[src/rtl/vram_arbiter_if.sv]
// rtl/vram_arbiter_if.sv - bus bundle between the vram arbiter and its clients
//
// Groups the scan-out read port, the game-logic write port, the frame timing
// inputs and the single-port RAM port.
//   slave  : arbiter side (drives read data/valid, write ready/occupancy,
//            frame_commit and the RAM address/write signals)
//   master : environment side (scan-out, game logic, timing FSM, RAM)
interface vram_arbiter_if #(
  parameter int AW         = 12,
  parameter int DW         = 8,
  parameter int FIFO_DEPTH = 4
);
  localparam int CW = $clog2(FIFO_DEPTH) + 1;

  logic          disp_req;
  logic [AW-1:0] disp_addr;
  logic          disp_rvalid;
  logic [DW-1:0] disp_rdata;

  logic          wr_valid;
  logic          wr_ready;
  logic [AW-1:0] wr_addr;
  logic [DW-1:0] wr_data;
  logic [CW-1:0] wr_pending;

  logic          v_nblank;
  logic          EndFrame;
  logic          frame_commit;

  logic [AW-1:0] ram_addr;
  logic          ram_we;
  logic [DW-1:0] ram_wdata;
  logic [DW-1:0] ram_rdata;

  modport slave (
    input  disp_req, disp_addr,
    output disp_rvalid, disp_rdata,
    input  wr_valid, wr_addr, wr_data,
    output wr_ready, wr_pending,
    input  v_nblank, EndFrame,
    output frame_commit,
    output ram_addr, ram_we, ram_wdata,
    input  ram_rdata
  );

  modport master (
    output disp_req, disp_addr,
    input  disp_rvalid, disp_rdata,
    output wr_valid, wr_addr, wr_data,
    input  wr_ready, wr_pending,
    output v_nblank, EndFrame,
    input  frame_commit,
    input  ram_addr, ram_we, ram_wdata,
    output ram_rdata
  );
endinterface

[src/rtl/vram_arbiter.sv]
// rtl/vram_arbiter.sv - tile-map VRAM arbiter: scan-out reads vs buffered game writes
//
// Display reads always own the RAM port. Game writes go into a small FIFO and
// drain into cycles with no display read (optionally only during vertical
// blanking). frame_commit pulses once per frame when every buffered write has
// reached RAM.
// Ports:
//   sys_clk : system clock, rising edge
//   reset   : asynchronous active-high reset
//   bus     : vram_arbiter_if.slave (read port, write port, frame timing, RAM port)
module vram_arbiter #(
  parameter int AW          = 12,
  parameter int DW          = 8,
  parameter int FIFO_DEPTH  = 4,
  parameter int VBLANK_ONLY = 0
) (
  input logic           sys_clk,
  input logic           reset,
  vram_arbiter_if.slave bus
);
  localparam int PW = $clog2(FIFO_DEPTH);
  localparam int CW = PW + 1;
  localparam logic [CW-1:0] FULL_COUNT = CW'(FIFO_DEPTH);

  typedef enum logic {
    RUN   = 1'b0,
    FLUSH = 1'b1
  } frame_state_t;

  logic [AW-1:0] addr_mem [FIFO_DEPTH];
  logic [DW-1:0] data_mem [FIFO_DEPTH];
  logic [PW-1:0] wr_ptr;
  logic [PW-1:0] rd_ptr;
  logic [CW-1:0] count;
  logic [CW-1:0] count_next;
  logic          ready_q;
  logic          rvalid_q;
  logic          commit_q;
  logic          commit_next;
  logic          push;
  logic          drain;
  frame_state_t  state;
  frame_state_t  state_next;

  assign push  = bus.wr_valid && ready_q;
  // A drain cycle is any cycle the display leaves the port idle, gated by
  // vertical blanking when writes must stay out of active video.
  assign drain = (count != '0) && !bus.disp_req && ((VBLANK_ONLY == 0) || !bus.v_nblank);

  always_comb begin
    count_next = count;
    if (push && !drain) begin
      count_next = count + 1'b1;
    end else if (!push && drain) begin
      count_next = count - 1'b1;
    end
  end

  // FIFO storage needs no reset: entries are only read when counted.
  always_ff @(posedge sys_clk) begin
    if (push) begin
      addr_mem[wr_ptr] <= bus.wr_addr;
      data_mem[wr_ptr] <= bus.wr_data;
    end
  end

  always_ff @(posedge sys_clk or posedge reset) begin
    if (reset) begin
      wr_ptr   <= '0;
      rd_ptr   <= '0;
      count    <= '0;
      ready_q  <= 1'b1;
      rvalid_q <= 1'b0;
      commit_q <= 1'b0;
      state    <= RUN;
    end else begin
      if (push) begin
        wr_ptr <= wr_ptr + 1'b1;
      end
      if (drain) begin
        rd_ptr <= rd_ptr + 1'b1;
      end
      count    <= count_next;
      ready_q  <= (count_next != FULL_COUNT);
      rvalid_q <= bus.disp_req;
      commit_q <= commit_next;
      state    <= state_next;
    end
  end

  // Frame FSM: RUN commits immediately when nothing is buffered at the frame
  // boundary; otherwise FLUSH waits for the FIFO to empty. EndFrame seen in
  // FLUSH is ignored so one flush yields one pulse.
  always_comb begin
    state_next  = state;
    commit_next = 1'b0;
    case (state)
      RUN: begin
        if (bus.EndFrame) begin
          if ((count == '0) && !push) begin
            commit_next = 1'b1;
          end else begin
            state_next = FLUSH;
          end
        end
      end
      FLUSH: begin
        if (count == '0) begin
          commit_next = 1'b1;
          state_next  = RUN;
        end
      end
      default: state_next = RUN;
    endcase
  end

  // RAM port: display address unless a write drains this cycle.
  always_comb begin
    bus.ram_addr  = bus.disp_addr;
    bus.ram_we    = 1'b0;
    bus.ram_wdata = data_mem[rd_ptr];
    if (drain) begin
      bus.ram_addr = addr_mem[rd_ptr];
      bus.ram_we   = 1'b1;
    end
  end

  assign bus.disp_rvalid  = rvalid_q;
  assign bus.disp_rdata   = bus.ram_rdata;
  assign bus.wr_ready     = ready_q;
  assign bus.wr_pending   = count;
  assign bus.frame_commit = commit_q;
endmodule

[src/flat_wrapper.sv]
// flat-port wrapper written by rule: the top's interface ports become plain ports
module vram_arbiter_flat 
#(
  parameter int AW          = 12,
  parameter int DW          = 8,
  parameter int FIFO_DEPTH  = 4,
  parameter int VBLANK_ONLY = 0
)
  (sys_clk, reset, bus_disp_req, bus_disp_addr, bus_disp_rvalid, bus_disp_rdata, bus_wr_valid, bus_wr_addr, bus_wr_data, bus_wr_ready, bus_wr_pending, bus_v_nblank, bus_EndFrame, bus_frame_commit, bus_ram_addr, bus_ram_we, bus_ram_wdata, bus_ram_rdata);
  vram_arbiter_if #(.AW(AW), .DW(DW), .FIFO_DEPTH(FIFO_DEPTH)) bus_i ();
  input logic sys_clk;
  input logic reset;
  input wire logic [$bits(bus_i.disp_req)-1:0] bus_disp_req;
  input wire logic [$bits(bus_i.disp_addr)-1:0] bus_disp_addr;
  output wire logic [$bits(bus_i.disp_rvalid)-1:0] bus_disp_rvalid;
  output wire logic [$bits(bus_i.disp_rdata)-1:0] bus_disp_rdata;
  input wire logic [$bits(bus_i.wr_valid)-1:0] bus_wr_valid;
  input wire logic [$bits(bus_i.wr_addr)-1:0] bus_wr_addr;
  input wire logic [$bits(bus_i.wr_data)-1:0] bus_wr_data;
  output wire logic [$bits(bus_i.wr_ready)-1:0] bus_wr_ready;
  output wire logic [$bits(bus_i.wr_pending)-1:0] bus_wr_pending;
  input wire logic [$bits(bus_i.v_nblank)-1:0] bus_v_nblank;
  input wire logic [$bits(bus_i.EndFrame)-1:0] bus_EndFrame;
  output wire logic [$bits(bus_i.frame_commit)-1:0] bus_frame_commit;
  output wire logic [$bits(bus_i.ram_addr)-1:0] bus_ram_addr;
  output wire logic [$bits(bus_i.ram_we)-1:0] bus_ram_we;
  output wire logic [$bits(bus_i.ram_wdata)-1:0] bus_ram_wdata;
  input wire logic [$bits(bus_i.ram_rdata)-1:0] bus_ram_rdata;
  assign bus_i.disp_req = bus_disp_req;
  assign bus_i.disp_addr = bus_disp_addr;
  assign bus_disp_rvalid = bus_i.disp_rvalid;
  assign bus_disp_rdata = bus_i.disp_rdata;
  assign bus_i.wr_valid = bus_wr_valid;
  assign bus_i.wr_addr = bus_wr_addr;
  assign bus_i.wr_data = bus_wr_data;
  assign bus_wr_ready = bus_i.wr_ready;
  assign bus_wr_pending = bus_i.wr_pending;
  assign bus_i.v_nblank = bus_v_nblank;
  assign bus_i.EndFrame = bus_EndFrame;
  assign bus_frame_commit = bus_i.frame_commit;
  assign bus_ram_addr = bus_i.ram_addr;
  assign bus_ram_we = bus_i.ram_we;
  assign bus_ram_wdata = bus_i.ram_wdata;
  assign bus_i.ram_rdata = bus_ram_rdata;
  vram_arbiter #(.AW(AW), .DW(DW), .FIFO_DEPTH(FIFO_DEPTH), .VBLANK_ONLY(VBLANK_ONLY)) u_core (.sys_clk(sys_clk), .reset(reset), .bus(bus_i));
endmodule
[config.mk]
export PLATFORM = sky130hd
export DESIGN_NAME = vram_arbiter_flat
export DESIGN_NICKNAME = d
export VERILOG_FILES = /design/src/rtl/vram_arbiter_if.sv /design/src/rtl/vram_arbiter.sv /design/src/flat_wrapper.sv
export SDC_FILE = /design/constraint.sdc
export NUM_CORES = 1
export LEC_CHECK = 0
export BUFFER_PORTS_ARGS = -buffer_cell sky130_fd_sc_hd__buf_2
export CAP_MARGIN = 25
export CORE_UTILIZATION = 32
export CTS_BUF_LIST = sky130_fd_sc_hd__clkbuf_16
export DETAILED_ROUTE_END_ITERATION = 7
export SLEW_MARGIN = 20
export SYNTH_ARGS = -nofsm -noshare
export SYNTH_HDL_FRONTEND = slang
export SYNTH_SLANG_ARGS = --single-unit
[constraint.sdc]
create_clock -name sys_clk -period 2 [get_ports sys_clk]
set_input_delay 0.1 -clock sys_clk [delete_from_list [all_inputs] [get_ports sys_clk]]
set_output_delay 0.1 -clock sys_clk [all_outputs]
set_load 0.01 [all_outputs]
# After elaboration in Yosys (flattened, before gate mapping)
# Memories as Yosys holds them, arrays and structs flattened.
# Index checks and enable logic that the tools add are counted.
op_classes:
  addsub: 4
  n_eq_ne: 1
  muxes: 14
  bitwise: 1
  n_reduce_logical: 10
op_table:
  columns: ["cell", "n"]
  rows:
  - ["2-to-1 mux 12 bit", 1]
  - ["2-to-1 mux 1 bit", 9]
  - ["2-to-1 mux 3 bit", 2]
  - ["logical AND 1 bit", 5]
  - ["adder 2 x 1 -> 2 bit, second input constant", 2]
  - ["case mux 1 bit (2 select lines)", 2]
  - ["adder 3 x 1 -> 3 bit, second input constant", 1]
  - ["logical NOT 1 bit", 3]
  - ["logical NOT 3 bit", 1]
  - ["!= test 3 bit, second input constant", 1]
  - ["nonzero test 3 bit", 1]
  - ["subtractor 3 x 1 -> 3 bit, second input constant", 1]
  - ["inverter 1 bit", 1]
word_totals:
  reg_bits: 11
  ramBits: 80
  inputBits: 46
  out_inout_bits: 35
  n_memories: 2
memory_table:
  columns: ["name", "depth", "width", "read_ports", "rd_clocked_by_memory_dff", "wr", "line", "source"]
  rows:
  - ["u_core.addr_mem", 4, 12, 1, 0, 1, "vram_arbiter.sv:30", "logic [AW-1:0] addr_mem [FIFO_DEPTH];"]
  - ["u_core.data_mem", 4, 8, 1, 0, 1, "vram_arbiter.sv:31", "logic [DW-1:0] data_mem [FIFO_DEPTH];"]

# Longest topological paths before layout
depth:
  depth_word: 6
  depth_mapped: 7

# Least setup slack after synthesis
# No wires, ideal clock.
synth_path:
  path_kind: "flip-flop to output port"
  startpoint: "reg u_core.count[0], in the netlist u_core.bus.wr_pending[0]"
  endpoint: "out bus_ram_addr[10]"
  t_arrival_ns: 1.654
  t_required_ns: 1.900
  path_slack_ns: 0.246
  stages_incl_launch_ff: 7
  path_cell_list: "dfrtp_1 inv_1 ha_1 nor2b_1 nor2_4 buf_4 mux2_4"
synth_between:
  elab_chain_len: 3
synth_lines:
  columns: ["item", "line", "source"]
  rows:
  - ["start, declared", "vram_arbiter.sv:34", "logic [CW-1:0] count;"]
  - ["start signal, assigned", "vram_arbiter.sv:83", "count <= count_next;"]
  - ["nonzero test 3 bit", "vram_arbiter.sv:48", "assign drain = (count != '0) && !bus.disp_req && ((VBLANK_ONLY == 0) || !bus.v_nblank);"]
  - ["logical AND 1 bit", "vram_arbiter.sv:48", null]
  - ["2-to-1 mux 12 bit", "vram_arbiter.sv:122", "if (drain) begin"]
  - ["end, declared", "flat_wrapper.sv:25", "output wire logic [$bits(bus_i.ram_addr)-1:0] bus_ram_addr;"]
# No other way between the ends.

# Worst setup path after layout
layout_path:
  startpoint: "reg u_core.rd_ptr[0]"
  endpoint: "out bus_ram_addr[5]"
layout_between:
  elab_chain_len: 2
layout_lines:
  columns: ["item", "line", "source"]
  rows:
  - ["start, declared", "vram_arbiter.sv:33", "logic [PW-1:0] rd_ptr;"]
  - ["start signal, assigned", "vram_arbiter.sv:81", "rd_ptr <= rd_ptr + 1'b1;"]
  - ["memory read (4 x 12 bit)", null, null]
  - ["2-to-1 mux 12 bit", "vram_arbiter.sv:122", null]
# No other way between the ends.

==> metrics <==
DIE AREA 12200 um2; Hold EP u_core.wr_ptr[0]; Residual DRC 0; Synth Register Bits 91; worst path arrival time around 1.9 ns; cell taking the most area after synthesis edfxtp_1; CTS tree built; vias per cell 4.58; Yosys cell types 33; Final Cycle Share 0.993; wire length on met1 between 3 and 4 mm; WL met2 3.49 mm; Seq/Total Area, Yosys 0.714; Detailed Route Iter0 Violations 64; gpl congestion 0.704; Clk Latency, worst-skew pair 0.33 ns; I/O pins a little over 80; r2r setup slk about 0.37 ns; max-cap viol count 0; RSZ-0062 raised after global routing true; DR WL met3 268 um; outcome completed; Hold Crit Class input pin to flip-flop; Worst EP required around 1.9 ns; largest net degree at the start of global routing 21; predominant post-synthesis flop cell edfxtp_1; RR Endpoint u_core.rd_ptr[1]; Setup crit end kind output pin; Net count, final 340; max frequency 0.503 GHz; kind of critical path flip-flop to output pin; most frequent cells in the layout edfxtp_1 (80), buf_2 (51), dlygate4sd3_1 (23); Routed Antenna Nets 0; HPWL Detailed 4.15 mm; ant diodes 0; synthesis-to-layout area growth 32.8%; post-synth net total 238; Post-Synthesis Cells 185; top cells by area in the synthesized netlist edfxtp_1 (64%), mux4_2 (10%), dfrtp_1 (6.7%); final setup violation count 0; worst r2r src u_core.bus.wr_pending[1]; Hold Crit Depth 3; total number of vias between 1500 and 2000; vias in the first global route 2023; chip height 110 um; PortBufs 63; Area after DPL 4240 um2; drt pass-1 iters 4; wire per inst roughly 16 um; Final Skew between 0.007 and 0.008 ns; fillers 1039; Worst Slack Setup Final between 0.01 and 0.015 ns; final WL roughly 7 mm; crit-path max FO 7; Worst-Margin Slew 0.447 ns; Relative slew margins 0.702; Initial Util 0.328; die width 110 um; Mapped Area 3750 um2; GRT overflow 0; Max VDD drop roughly 0.55 mV; total of warnings raised by yosys 0; EDFF count, synth 80; top cell type's share of synthesized area 0.641; Mapped Avg Cell Area 20.3 um2; Clock Path Buffers 2; Reg clk slew, reported paths 0.06 ns; Final min period 1.99 ns; first-pass GRT wire length 10.5 mm; HP Start bus_wr_valid; Slew Viols, Final 0; CTS Sinks 91; # rows 39; PD cells 1380 nW/um2; top sig layer met4; proportion of layout cells with a drive suffix above 1 0.473; Core ar. 11400 um2; CP Launch Type flip-flop; async set or reset register ratio after synthesis 0.121; CTS Root Cell clkbuf_16; CTS H-tree depth 3; r2r worst-path depth 9; Setup WS pre-CTS 0.217 ns; Num CTS Buffers 9; commonest non-fill, non-tap cell in the layout edfxtp_1; initial antenna violation count 0; gr usage total 0.123; Finished Cell Area 4980 um2; Hold Fails Final Rpt 0; leakage dissipation ~1.9 nW
-- synthesized netlist by cell type (4+ instances only) --
| cell | instances |
|---|---|
| edfxtp_1 | 80 |
| mux4_2 | 17 |
| dfrtp_1 | 10 |
| buf_4 | 9 |
| mux2_4 | 9 |
| ha_1 | 7 |
| inv_1 | 6 |
| and3_1 | 5 |
| mux2_2 | 4 |
-- final cells by class --
cell class | count | area [um2] | share of cell area
Multi-Input combinational cell | 75 | 970 | 0.195
Sequential cell | 91 | 2680 | 0.538
Timing Repair Buffer | 104 | 828 | 0.166
Clock buffer | 9 | 225 | 0.0452
Tap cell | 143 | 179 | 0.0359
Inverter | 6 | 22.5 | 0.00452
Clock inverter | 7 | 75.1 | 0.0151
-- routing by layer --
metal  global-route usage  vias up
met5                    0        -
met1                0.156      993
li1                     -      939
met3               0.0253       11
met4               0.0592        0
met2                0.202       51
-- cells by family (layout without fill, tap and decap cells) --
group                      after synthesis  count (layout)  synth area share
muxes                                   33              33             0.171
adders and majority gates                7               7            0.0234
buffers and inverters                   19             126            0.0324
xor gates and xnor gates                 4               4           0.00934
AOI/OAI and AO/OA                       10              10            0.0164
DFF                                     91              91             0.714
and+or+nand+nor                         21              21            0.0330
-- power by group --
group | total (mW) | internal, mW | switching, mW
sequential | 2.66 | 2.51 | 0.148
combinational | 2.55 | 1.42 | 1.13
clock | 1.69 | 0.979 | 0.707
-- state kept, by name, indices dropped and copies added (netlist names) --
name,flops
u_core.bus.wr_pending,3
u_core.bus.wr_ready,1
u_core.state,1
u_core.bus.disp_rvalid,1
u_core.data_mem,32
u_core.wr_ptr,2
u_core.rd_ptr,2
u_core.bus.frame_commit,1
u_core.addr_mem,48
-- what timing repair did --
item,in CTS,in global routing
gates cloned,0,2
pin swaps,0,2
gates resized for setup,7,22
buffers inserted,6,1
endpoints found under the setup margin,12,12
hold buffers,23,0
endpoints found under the hold margin,92,0
-- worst max path at each step --
stage / startpoint / to / slack [ns] / depth (start not counted)
4_1_cts: u_core.rd_ptr[0] / bus_ram_addr[5] / -0.01 / 5
3_3_place_gp: u_core.bus.wr_pending[0] / bus_ram_addr[1] / 0.24 / 7
3_5_place_dp: u_core.bus.wr_pending[0] / bus_ram_addr[1] / 0.22 / 7
5_1_grt: u_core.rd_ptr[0] / bus_ram_addr[7] / -0.06 / 5
6_report: u_core.rd_ptr[0] / bus_ram_addr[5] / 0.01 / 5
2_1_floorplan: u_core.bus.wr_pending[0] / bus_ram_addr[10] / 0.25 / 6
-- through the flow --
stage          setup TNS [ns]  total power, mW  hold WS (ns)  std cells   util
6_report                    0             6.89         0.194        435  0.436
5_1_grt                -0.265             7.33         0.200        435  0.436
4_1_cts               -0.0181             6.73         0.187        432  0.423
3_5_place_dp                0             4.82         0.129        387  0.371
3_3_place_gp                0             4.78         0.116        387  0.371
2_1_floorplan               0             4.10       -0.0483        185      -
-- critical path, cell delays in order, from the launching register on --
cell and delay [ns]:
dfrtp_2 0.43, buf_12 0.16, buf_12 0.10, mux4_2 0.47, mux2_4 0.27, buf_6 0.12
Power figures use the tool's default switching activity.
